==> src/rtl/neuron_bank_rotator.sv <==
// neuron_bank_rotator: rotates NB single-port neuron banks between a producer
// stream (pooling output) and a consumer stream (convolution input). Tracks a
// FREE/FILL/FULL/DRAIN state per bank, drives bank addresses and write strobes,
// and hides the one-cycle RAM read latency behind a 2-entry output FIFO.
module neuron_bank_rotator #(
  parameter int NB    = 3,
  parameter int depth = 3,
  parameter int W     = 16,
  parameter int A     = 11
) (
  input  logic                       CLK,
  input  logic                       RST_N,
  input  logic [A-1:0]               frameLen,
  input  logic                       wrValid,
  output logic                       wrReady,
  input  logic [W*(1<<depth)-1:0]    wrData,
  output logic                       rdValid,
  input  logic                       rdReady,
  output logic [W*(1<<depth)-1:0]    rdData,
  input  logic                       rdKeep,
  output logic [NB*A-1:0]            bankAddr,
  output logic [NB-1:0]              bankWrite,
  output logic [NB*W*(1<<depth)-1:0] bankIn,
  input  logic [NB*W*(1<<depth)-1:0] bankOut,
  output logic [$clog2(NB+1)-1:0]    fullCount,
  output logic                       frameDone
);

  localparam int WD = W * (1 << depth);
  localparam int BW = (NB > 1) ? $clog2(NB) : 1;
  localparam int CW = $clog2(NB + 1);

  typedef enum logic [1:0] {
    FREE  = 2'd0,
    FILL  = 2'd1,
    FULL  = 2'd2,
    DRAIN = 2'd3
  } bankState_t;

  bankState_t    state     [NB];
  bankState_t    stateNext [NB];
  bankState_t    wrState;
  bankState_t    rdState;
  logic [BW-1:0] wrBank;
  logic [BW-1:0] rdBank;
  logic [A-1:0]  wrAddr;
  logic [A-1:0]  rdAddr;
  logic          wrAccept;
  logic          wrLast;
  logic          rdIssue;
  logic          rdLast;
  logic          inFlight;
  logic          lastInFlight;
  logic          keepCap;
  logic [1:0]    fifoCount;
  logic [WD-1:0] fifoHead;
  logic [WD-1:0] fifoSecond;
  logic [WD-1:0] pushData;
  logic          fifoPop;
  logic [2:0]    occupancy;
  logic [CW-1:0] fullNow;

  function automatic logic [BW-1:0] nextBank(input logic [BW-1:0] b);
    return (b == BW'(NB - 1)) ? '0 : b + BW'(1);
  endfunction

  // Select the state of the write/read banks, the read data of the bank in flight, and count occupied banks
  always_comb begin
    wrState  = FREE;
    rdState  = FREE;
    pushData = '0;
    fullNow  = '0;
    for (int unsigned b = 0; b < NB; b++) begin
      if (BW'(b) == wrBank) wrState = state[b];
      if (BW'(b) == rdBank) begin
        rdState  = state[b];
        pushData = bankOut[b*WD +: WD];
      end
      if (state[b] == FULL || state[b] == DRAIN) fullNow = fullNow + CW'(1);
    end
  end

  assign wrReady  = RST_N && (wrState == FREE || wrState == FILL);
  assign wrAccept = wrValid && wrReady;
  assign wrLast   = wrAccept && (wrAddr == frameLen);

  assign rdValid   = (fifoCount != 2'd0);
  assign rdData    = fifoHead;
  assign fifoPop   = rdValid && rdReady;
  // A word popped this cycle frees a slot in time for the word issued now,
  // which keeps one word per cycle flowing with rdReady held high.
  assign occupancy = {1'b0, fifoCount} + {2'b00, inFlight} - {2'b00, fifoPop};
  // No issue while the final word of a pass is in flight: the bank is about to leave DRAIN.
  assign rdIssue   = (rdState == FULL || rdState == DRAIN) && !lastInFlight && (occupancy < 3'd2);
  assign rdLast    = rdIssue && (rdAddr == frameLen);

  assign bankIn = RST_N ? {NB{wrData}} : '0;

  // Bank state register
  always_ff @(posedge CLK or negedge RST_N) begin
    if (!RST_N) begin
      for (int unsigned b = 0; b < NB; b++) state[b] <= FREE;
    end else begin
      for (int unsigned b = 0; b < NB; b++) state[b] <= stateNext[b];
    end
  end

  // Bank next-state: write fill, read drain, and release or retain after the last word lands
  always_comb begin
    for (int unsigned b = 0; b < NB; b++) begin
      stateNext[b] = state[b];
      if (wrAccept && BW'(b) == wrBank) stateNext[b] = wrLast ? FULL : FILL;
      if (rdIssue && BW'(b) == rdBank && state[b] == FULL) stateNext[b] = DRAIN;
      if (lastInFlight && BW'(b) == rdBank) stateNext[b] = keepCap ? FULL : FREE;
    end
  end

  // Bank port outputs: idle banks see address 0 and no write
  always_comb begin
    bankAddr  = '0;
    bankWrite = '0;
    for (int unsigned b = 0; b < NB; b++) begin
      if (wrAccept && BW'(b) == wrBank) begin
        bankWrite[b]        = 1'b1;
        bankAddr[b*A +: A]  = wrAddr;
      end
      if (rdIssue && BW'(b) == rdBank) bankAddr[b*A +: A] = rdAddr;
    end
  end

  // Write and read bank pointers and word addresses
  always_ff @(posedge CLK or negedge RST_N) begin
    if (!RST_N) begin
      wrBank <= '0;
      wrAddr <= '0;
      rdBank <= '0;
      rdAddr <= '0;
    end else begin
      if (wrAccept) begin
        if (wrLast) begin
          wrAddr <= '0;
          wrBank <= nextBank(wrBank);
        end else begin
          wrAddr <= wrAddr + A'(1);
        end
      end
      if (rdIssue) rdAddr <= rdLast ? '0 : rdAddr + A'(1);
      if (lastInFlight && !keepCap) rdBank <= nextBank(rdBank);
    end
  end

  // Read-in-flight tracking, keep capture and end-of-pass pulse
  always_ff @(posedge CLK or negedge RST_N) begin
    if (!RST_N) begin
      inFlight     <= 1'b0;
      lastInFlight <= 1'b0;
      keepCap      <= 1'b0;
      frameDone    <= 1'b0;
    end else begin
      inFlight     <= rdIssue;
      lastInFlight <= rdLast;
      frameDone    <= rdLast;
      if (rdLast) keepCap <= rdKeep;
    end
  end

  // Two-entry output FIFO; the head register drives rdData directly
  always_ff @(posedge CLK or negedge RST_N) begin
    if (!RST_N) begin
      fifoCount  <= 2'd0;
      fifoHead   <= '0;
      fifoSecond <= '0;
    end else begin
      if (inFlight && fifoPop) begin
        if (fifoCount == 2'd1) begin
          fifoHead <= pushData;
        end else begin
          fifoHead   <= fifoSecond;
          fifoSecond <= pushData;
        end
      end else if (inFlight) begin
        if (fifoCount == 2'd0) fifoHead <= pushData;
        else                   fifoSecond <= pushData;
        fifoCount <= fifoCount + 2'd1;
      end else if (fifoPop) begin
        fifoHead  <= fifoSecond;
        fifoCount <= fifoCount - 2'd1;
      end
    end
  end

  // Occupied-bank count, one cycle behind the bank states
  always_ff @(posedge CLK or negedge RST_N) begin
    if (!RST_N) fullCount <= '0;
    else        fullCount <= fullNow;
  end

endmodule

==> config.mk <==
export PLATFORM = sky130hd
export DESIGN_NAME = neuron_bank_rotator
export DESIGN_NICKNAME = d
export VERILOG_FILES = /design/src/rtl/neuron_bank_rotator.sv
export SDC_FILE = /design/constraint.sdc
export NUM_CORES = 1
export LEC_CHECK = 0
export CAP_MARGIN = 20
export CORE_AREA = 5 5 417 419
export DETAILED_ROUTE_END_ITERATION = 12
export DIE_AREA = 0 0 422 424
export PLACE_DENSITY = 0.41
export SYNTH_ARGS = -nofsm -noshare
export SYNTH_HDL_FRONTEND = slang
export SYNTH_SLANG_ARGS = --single-unit
==> constraint.sdc <==
create_clock -name CLK -period 8.7 [get_ports CLK]
set_input_delay 1.74 -clock CLK [delete_from_list [all_inputs] [get_ports CLK]]
set_output_delay 1.74 -clock CLK [all_outputs]
set_load 0.02 [all_outputs]
Word level (Yosys, flattened, before mapping)
Index checks and enable logic that the tools add are counted.

cells by class
  add/subtract/negate cells = 10
  $lt $le $gt $ge = 1
  eq/ne operators = 21
  muxes and demuxes = 48
  bitwise logic cells = 1
  reduce and logical (&&, ||, !) cells = 43

operators with widths
  operator               count
  $mux 128               12
  $mux 384               1
  $mux 11                8
  $mux 2                 23
  $add 11x1->11 const B  2
  $eq 11x11->1           2
  $logic_and 1x1->1      21
  $eq 2x2->1 const B     10
  $reduce_bool 3->1      4
  $add 2x1->2 const B    5
  $logic_not 2->1        4
  $reduce_and 2->1       3
  $reduce_bool 2->1      3
  $logic_or 1x1->1       5
  $eq 1x2->1 const A     2
  $eq 2x1->1 const B     2
  $eq 2x2->1 const A     2
  $mux 1                 4
  $ne 2x2->1 const B     2
  $add 2x1->3            1
  $lt 3x2->1 const B     1
  $ne 3x1->1 const B     1
  $reduce_and 3->1       1
  $sub 3x1->3            1
  other kinds (3)        4

storage, ports and cells
  register bits = 295
  output and inout bits = 553
  logic and storage cells = 138

Depth between registers and ports, before layout
Gate-level depths: netlist of run 1.

  word-level depth = 13
  depth in mapped cells = 13

Least setup slack after synthesis of run 1
No wires, ideal clock.

  kind = input -> output
  start point = input port rdReady
  end point = output port bankAddr[11]
  arrival time = 3.784 ns
  required time = 6.960 ns
  path slack = 3.176 ns
  cell stages on the path = 10
  path buffers = 2
  path through = nand2b_1 -> buf_2 -> xnor2_1 -> nand2b_1 -> fa_1 -> nor2b_1 -> and3_1 -> and3b_1 -> clkbuf_1 -> a22o_1

on the way
  longest elaborated chain between the ends = 6

RTL lines
  item               line  RTL
  start, declared    18    input logic rdReady,
  $logic_and 1x1->1  89    assign fifoPop = rdValid && rdReady;
  $sub 3x1->3        92    assign occupancy = {1'b0, fifoCount} + {2'b00, inFlight} - {2'b00, fifoPop};
  $lt 3x2->1         94    assign rdIssue = (rdState == FULL || rdState == DRAIN) && !lastInFlight && (occupancy < 3'd2);
  $logic_and 1x1->1  94
  $logic_and 1x1->1  127   if (rdIssue && BW'(b) == rdBank) bankAddr[b*A +: A] = rdAddr;
  $mux 11            127
  end, declared      21    output logic [NB*A-1:0] bankAddr,

Every way passes these cells.

Final worst setup path of run 1
  start point = input port rdReady
  end point = output port bankAddr[15]

Same word-level chain as after synthesis.

==> results of run 1 <==
[per-layer routing]
metal	global-route usage [%]	vias to the layer above
li1	-	8390
met1	10.4	8257
met2	23.8	606
met3	2.51	130
met4	4.71	0
met5	0	-
[path summary, 6_finish.rpt]
kind                               from            to  slack, ps  cells after the start
setup / recovery                rdReady  bankAddr[15]       1920                     10
hold reg to reg              rdData[32]    rdData[32]        470                      2
setup reg to reg           fifoCount[1]       keepCap       4830                     10
max in group asynchronous         RST_N     rdBank[0]       6000                      3
min in group asynchronous         RST_N    rdData[41]       1060                      1
hold / removal               rdData[32]    rdData[32]        470                      2
[cells in the mapped netlist, types with 2 or more instances]
cell type / number / area [um2]
nand2_1: 146 / 548
o31ai_1: 3 / 22.5
buf_4: 257 / 1930
or3_1: 2 / 12.5
a22o_1: 33 / 289
nand4_1: 12 / 75.1
a2bb2oi_1: 128 / 1120
nor2_1: 278 / 1040
mux2i_1: 130 / 1300
nand3_1: 14 / 70.1
clkbuf_1: 129 / 484
a21oi_1: 263 / 1320
xnor2_1: 28 / 245
nand3b_1: 2 / 15.0
and3b_1: 2 / 17.5
nor2b_1: 2 / 12.5
ha_1: 6 / 75.1
o21ai_0: 141 / 706
and3_1: 7 / 43.8
o211ai_1: 4 / 30.0
dfrtp_1: 292 / 7310
buf_1: 14 / 52.6
xor2_1: 6 / 52.6
a21o_1: 3 / 22.5
o2bb2ai_1: 2 / 17.5
inv_1: 10 / 37.5
buf_2: 35 / 175
nand2b_1: 4 / 25.0
and2_1: 130 / 813
nor3_1: 5 / 25.0
[cell families (layout without fill, tap and decap cells)]
logic type,Yosys count,in the layout,synth area share (%)
XOR/XNOR,34,34,1.65
multiplexers,132,132,7.35
flip-flops,292,292,40.4
AND/OR/NAND/NOR,611,611,15.3
adder cells (fa/ha/maj),7,7,0.526
AO/OA/AOI/OAI,586,586,19.9
buffers and inverters,445,1191,14.8
[where the power goes]
part           switching (uW)  internal [uW]
Combinational            2180           1540
Sequential                344           1990
Clock                     711           1110
[critical path: stages]
cell	delay [ps]
clkdlybuf4s50_1	480
nand2b_1	200
xnor2_1	220
nand2b_1	180
fa_1	530
nor2b_1	190
and3_1	200
and3b_1	460
a22o_1	190
clkdlybuf4s50_1	630
[sequential cells by signal, indices dropped and copies added, names as in the netlist]
name / count
fifoSecond: 128
rdData: 128
rdAddr: 11
wrAddr: 11
state: 3
fifoCount: 2
fullCount: 2
rdBank: 2
wrBank: 2
inFlight: 1
keepCap: 1
lastInFlight: 1
[through the flow]
step           hold slack, ps  area [um2]
6_report                  472       30800
5_1_grt                   502       30800
4_1_cts                   482       30800
3_5_place_dp              469       29300
3_3_place_gp              462       29300
2_1_floorplan             496       18100
[cell type report]
cell class              count  area share (%)
repair buffers           1106            35.9
multi-input cells        1370            26.5
flip-flops and latches    292            23.7
well taps                2233            9.07
clock buffers              54            3.82
clock inverters            21           0.881
inverters                  10           0.122
==> results.toml, run 1 <==
[setup_path]
end_kind = "primary output"
worstSetupStartpointType = "primary input"
critPathKind = "in2out"
cp.required_ps = 6960
cp_data_arrival_time_ps = 5040
crit_fanout = 11

[clock_tree]
cts.sinks = 292
clkSlewWorstSetupHoldPaths_ps = 50
h-tree-depth = 2
cts-resized-gates = 0
clk_path_buf_depth = 3
cts_tree = "yes"
postCtsSetupBuffers = 0
clockRootBuffer = "clkbuf_16"
cts_inserted_buffers = 42
clkLatencyLatePin_ps = 590
cts_hold_buf = 0

[route]
wl_met1_um = 34900
vias = 17400
routed_wl_um = 108000
post-route-drc-count = 0
antenna_left = 0
dr.max_layer_used = "met4"
wl_met2_um = 62800
first_iter_violations = 741
via_per_inst = 3.42
dr.pass1.iters = 5
dr_wl_met3_um = 5530
wl_per_cell_um = 21.3

[floorplanning]
start_util_pct = 10.6
fp-row-count = 152
core_area_um2 = 170000
die_height_um = 424
die_area_um2 = 179000
chipWidth_um = 422
io-pin-count = 1081

[place]
pre_cts_ws_ps = 1950
placedCellCount = 5010
dp_hpwl_um = 89000
numPortBuffers = 1080
routabilityCongestion = 1.08

[timing]
finalCritPeriodShare_pct = 77.9
drv_slew = 0
period_minus_slack_ps = 6780
skew_ps = 24.6
tightest_slew_ps = 1260
hold_viol = 0
rsz0062_at_grt = "no"
fin_setup_tns_ps = 0
fmax_ghz = 0.147
maxSlewHeadroom_pct = 15.9
finalSetupViolCount = 0
worst_slack_ps = 1920

[finish]
drive_above_1_share_pct = 3.89
utilization_pct = 18.1
fillCellCount = 19000
final_common_cell = "clkdlybuf4s50_1"
layout_common_cells = "clkdlybuf4s50_1 (1079), dfrtp_1 (290), nor2_1 (278), a21oi_1 (263), nand2_1 (146)"
nNetsFinal = 3357
seqCellArea_um2 = 7310
diodes = 0
area_growth_syn_to_layout_pct = 70.3
multiInputGateArea_um2 = 8150
final_cells = 5086

[synth]
synth-edff-count = 0
seq_area_frac_synth_pct = 40.4
synthArstFlopShare_pct = 100
syn_avg_cell_area_um2 = 8.58
synth_nets = 2642
syn_area_um2 = 18100
syn_inst = 2107
yosysWarnings = 0
ys_types = 49
synth_seq_cells = 292
synth_ff_type = "dfrtp_1"

[power]
ir_worst_vdd_uv = 240
powerDensity_nw_per_um2 = 256
leakage_uw = 0.0114
p_total_uw = 7880

[run_status]
outcome = "finished, final reports clean"

[global_routing]
grt_max_degree = 176
gr-usage-all-layers_pct = 11.4
grt_overflow = 0
grt_pass1_wl_um = 146000
grt_pass1_vias = 17800
grt_antenna_before_repair = 13

[worst_hold_path]
hold_path.class = "reg2reg"

[run]
drv_cap = 0
(Power assumes the default switching activity.)
==> run 2, diff against run 1 <==
==> constraint.sdc (replaced) <==
create_clock -name CLK -period 6.3 [get_ports CLK]
set_input_delay 1.26 -clock CLK [delete_from_list [all_inputs] [get_ports CLK]]
set_output_delay 1.26 -clock CLK [all_outputs]
set_load 0.02 [all_outputs]
==> run 2 against run 1 <==
Clock power grew 26%. Hold slack got worse by 1.4 ps. Via count increased by 0.24%. Critical path type unchanged. Critical endpoint is now bankAddr[3]. Highest routed layer unchanged.
==> results.toml, run 2 (synthesis results as in run 1) <==
[run_status]
outcome = "finished, final reports clean"

[finish]
fillCellCount = 18900
drive_above_1_share_pct = 3.75
final_common_cell = "clkdlybuf4s50_1"
utilization_pct = 18.0
final_area_um2 = 30700
multiInputGateArea_um2 = 8140
seqCellArea_um2 = 7310
nNetsFinal = 3360
area_growth_syn_to_layout_pct = 69.8
layout_common_cells = "clkdlybuf4s50_1 (1079), dfrtp_1 (290), nor2_1 (278), a21oi_1 (263), nand2_1 (146)"

[timing]
skew_ps = 11.3
maxSlewHeadroom_pct = 33.5
fin_setup_tns_ps = 0
finalCritPeriodShare_pct = 91.5
finalSetupViolCount = 0
fmax_ghz = 0.173
tightest_slew_ps = 997
period_minus_slack_ps = 5760
rsz0062_at_grt = "no"
drv_slew = 0
hold_viol = 0

[floorplanning]
die_height_um = 424
die_area_um2 = 179000
io-pin-count = 1081
start_util_pct = 10.6
fp-row-count = 152
core_area_um2 = 170000
chipWidth_um = 422

[global_routing]
gr-usage-all-layers_pct = 11.3
grt_pass1_vias = 17500
grt_pass1_wl_um = 144000
grt_antenna_before_repair = 19
grt_max_degree = 172
grt_overflow = 0

[route]
first_iter_violations = 924
routed_wl_um = 107000
vias = 17400
wl_per_cell_um = 21.0
antenna_left = 0
via_per_inst = 3.42
post-route-drc-count = 0
dr.pass1.iters = 5

[power]
p_total_uw = 10600
p_seq_share_pct = 30.3
p_switching_uw = 4410
ir_worst_vdd_uv = 283
leakage_uw = 0.0113
powerDensity_nw_per_um2 = 346
power_frac_comb_pct = 48.1
swShare_pct = 41.4
power_frac_clock_pct = 21.6
p_int_uw = 6230

[place]
dp_hpwl_um = 87800
numPortBuffers = 1080
routabilityCongestion = 0.974
dpl_cell_area_um2 = 29400

[clock_tree]
cts-resized-gates = 0
clkSlewWorstSetupHoldPaths_ps = 50
clockRootBuffer = "clkbuf_16"
cts.sinks = 292
cts_tree = "yes"
cts_inserted_buffers = 39
cts_hold_buf = 0
clkLatencyLatePin_ps = 580
h-tree-depth = 2
clk_path_buf_depth = 3
postCtsSetupBuffers = 0

[worst_hold_path]
hold_path.class = "reg2reg"

[setup_path]
cp_data_arrival_time_ps = 4500
end_kind = "primary output"
critPathKind = "in2out"
worstSetupStartpointType = "primary input"
cp.required_ps = 5040
crit_fanout = 11

[run]
drv_cap = 0
## run 2: power by group through the flow
stage               logic, uW  clock network (uW)  registers (uW)
floorplan                2400                   0            3660
global placement         5240                   0            3240
detailed placement       5270                   0            3270
CTS                      5280                2430            3240
global route             5640                2490            3350
finish                   5120                2300            3230
## run 2: per-stage QoR
stage	hold WS [ps]	cells	worst slack [ps]
after floorplan	496	2107	1740
final	471	5092	536
after global routing	496	5091	317
after global placement	461	5017	525
after CTS	480	5087	537
after detailed placement	469	5017	552
## run 2: worst max-delay path, cell delays in order
cell and delay [ps]:
clkdlybuf4s50_1 480, nand2b_1 210, xnor2_1 230, nand2b_1 180, fa_1 500, nor2b_1 180
and3_1 210, and3_1 440, a22o_1 210, clkdlybuf4s50_1 600
## run 2: final cells by class
| type | count | share of cell area [%] |
|---|---|---|
| Clock buffer | 56 | 3.61 |
| Sequential cell | 292 | 23.8 |
| Antenna cell | 5 | 0.0407 |
| Clock inverter | 14 | 0.644 |
| Tap cell | 2233 | 9.10 |
| Timing Repair Buffer | 1112 | 36.2 |
| Inverter | 10 | 0.122 |
| Multi-Input combinational cell | 1370 | 26.5 |
## run 2: worst paths after layout
check / end / from / depth (start not counted) / slack [ps]
setup / recovery: bankAddr[3] / rdReady / 10 / 540
hold / removal: rdData[48] / rdData[48] / 2 / 470
setup reg to reg: rdAddr[0] / fifoCount[1] / 12 / 2810
hold reg to reg: rdData[48] / rdData[48] / 2 / 470
max in group asynchronous: rdData[68] / RST_N / 4 / 3400
min in group asynchronous: rdData[43] / RST_N / 1 / 590
## run 2: layer usage
metal / vias to the layer above / part of all wire, % / GRT usage (%)
met2: 596 / 57 / 23.0
li1: 8406 / - / -
met5: - / 0 / 0
met1: 8277 / 32 / 10.3
met3: 145 / 4.7 / 2.25
met4: 0 / 6.2 / 6.07
==> run 3, diff against run 2 <==
==> constraint.sdc (replaced) <==
create_clock -name CLK -period 6.07 [get_ports CLK]
set_input_delay 1.214 -clock CLK [delete_from_list [all_inputs] [get_ports CLK]]
set_output_delay 1.214 -clock CLK [all_outputs]
set_load 0.01 [all_outputs]
==> run 3 against run 2 <==
Count of clock-buffer cells in the layout is 2 higher. Utilization hardly changed. Total power is 1.2% lower. Die area stayed put. Setup slack worse by 150 ps. Flip-flop and latch count stayed put. Hold slack better by 5.1 ps. Wire length hardly changed. First-iteration DRC count is 5.7% lower. Via count is 0.56% higher. Critical path depth stayed put. Largest cell class unchanged.
==> results.toml, run 3 (synthesis results as in run 1) <==
[setup_path]
path_cells = "clkdlybuf4s50_1 -> nand2b_1 -> xnor2_1 -> nand2b_1 -> fa_1 -> nor2b_1 -> and3_1 -> and3b_1 -> a22o_1 -> clkdlybuf4s50_1"
slowest_delay_ps = 550
worst_path_max_delay_cell = "clkdlybuf4s50_1"
cp_data_arrival_time_ps = 4470
worstSetupStartpointType = "primary input"
end_kind = "primary output"
crit_fanout = 11
cp.required_ps = 4860
critPathKind = "in2out"
rr_worst_depth = 12

[floorplanning]
chipWidth_um = 422
die_height_um = 424
fp-row-count = 152
io-pin-count = 1081
die_area_um2 = 179000
start_util_pct = 10.6
core_area_um2 = 170000

[route]
antenna_left = 0
via_per_inst = 3.44
dr.pass1.iters = 4
wl_per_cell_um = 21.0
routed_wl_um = 107000
post-route-drc-count = 0
vias = 17500
first_iter_violations = 871

[power]
ir_worst_vdd_uv = 197
p_total_uw = 10500
leakage_uw = 0.0113
powerDensity_nw_per_um2 = 342

[global_routing]
grt_overflow = 0
grt_pass1_vias = 17600
grt_pass1_wl_um = 144000
grt_max_degree = 131
gr-usage-all-layers_pct = 11.3
grt_antenna_before_repair = 17

[run_status]
outcome = "finished, final reports clean"

[finish]
fillCellCount = 19000
final_common_cell = "clkdlybuf4s50_1"
multiInputGateArea_um2 = 8140
drive_above_1_share_pct = 3.88
final_area_um2 = 30700
area_growth_syn_to_layout_pct = 69.9
layout_common_cells = "clkdlybuf4s50_1 (1079), dfrtp_1 (290), nor2_1 (278), a21oi_1 (263), nand2_1 (146)"
nNetsFinal = 3364
seqCellArea_um2 = 7310
utilization_pct = 18.0

[place]
dpl_cell_area_um2 = 29500
dp_hpwl_um = 88100
routabilityCongestion = 0.979
numPortBuffers = 1080

[worst_hold_path]
hold_depth = 2
hold_path.class = "reg2reg"

[timing]
period_minus_slack_ps = 5680
finalSetupViolCount = 0
maxSlewHeadroom_pct = 32.8
hold_ws_ps = 476
drv_slew = 0
finalCritPeriodShare_pct = 93.6
hold_viol = 0
tightest_slew_ps = 1010
fmax_ghz = 0.176
rsz0062_at_grt = "no"
fin_setup_tns_ps = 0
skew_ps = 19.7

[clock_tree]
postCtsSetupBuffers = 0
clockRootBuffer = "clkbuf_16"
cts_tree = "yes"
h-tree-depth = 2
clkSlewWorstSetupHoldPaths_ps = 60
cts.sinks = 292
cts_hold_buf = 0
clk_path_buf_depth = 3
clkLatencyLatePin_ps = 580
cts_inserted_buffers = 39
cts-resized-gates = 0

[run]
drv_cap = 0
[run 3: critical path, delay by kind of cell]
| kind | cells | cell delay [ps] |
|---|---|---|
| AOI/OAI and AO/OA | 1 | 210 |
| and+or+nand+nor | 5 | 1260 |
| buffers and inverters | 2 | 1030 |
| xor gates and xnor gates | 1 | 220 |
| adders and majority gates | 1 | 520 |
[run 3: metal layers]
metal	part of all wire, %	track usage (%)
met1	32	10.2
met2	59	23.7
met3	4.8	2.19
met4	5.1	4.94
met5	0	0
[run 3: worst paths after layout]
path                         startpoint       endpoint  slack (ps)
max reg2reg                fifoCount[1]      rdAddr[0]        2580
min in group asynchronous         RST_N     rdData[45]        1100
min                          rdData[68]     rdData[68]         480
min reg2reg                  rdData[68]     rdData[68]         480
max                             rdReady   bankAddr[15]         390
max in group asynchronous         RST_N  fifoSecond[1]        3800
[run 3: layout make-up]
type / instances / share of cell area [%]
Tap cell: 2233 / 9.10
Clock inverter: 12 / 0.297
Clock buffer: 58 / 3.74
Multi-Input combinational cell: 1370 / 26.5
Timing Repair Buffer: 1116 / 36.4
Sequential cell: 292 / 23.8
Antenna cell: 8 / 0.0652
Inverter: 10 / 0.122
[run 3: metrics by stage]
step                      setup WS, ps  std cells
final                              387       5099
after floorplan                   1670       2107
after detailed placement           398       5021
after global placement             405       5021
after CTS                          370       5091
after global routing               161       5093
[run 3: power breakdown]
| group | switching (uW) | internal, uW |
|---|---|---|
| combinational | 2650 | 2230 |
| clock | 963 | 1320 |
| sequential | 491 | 2860 |
| total | 4110 | 6400 |
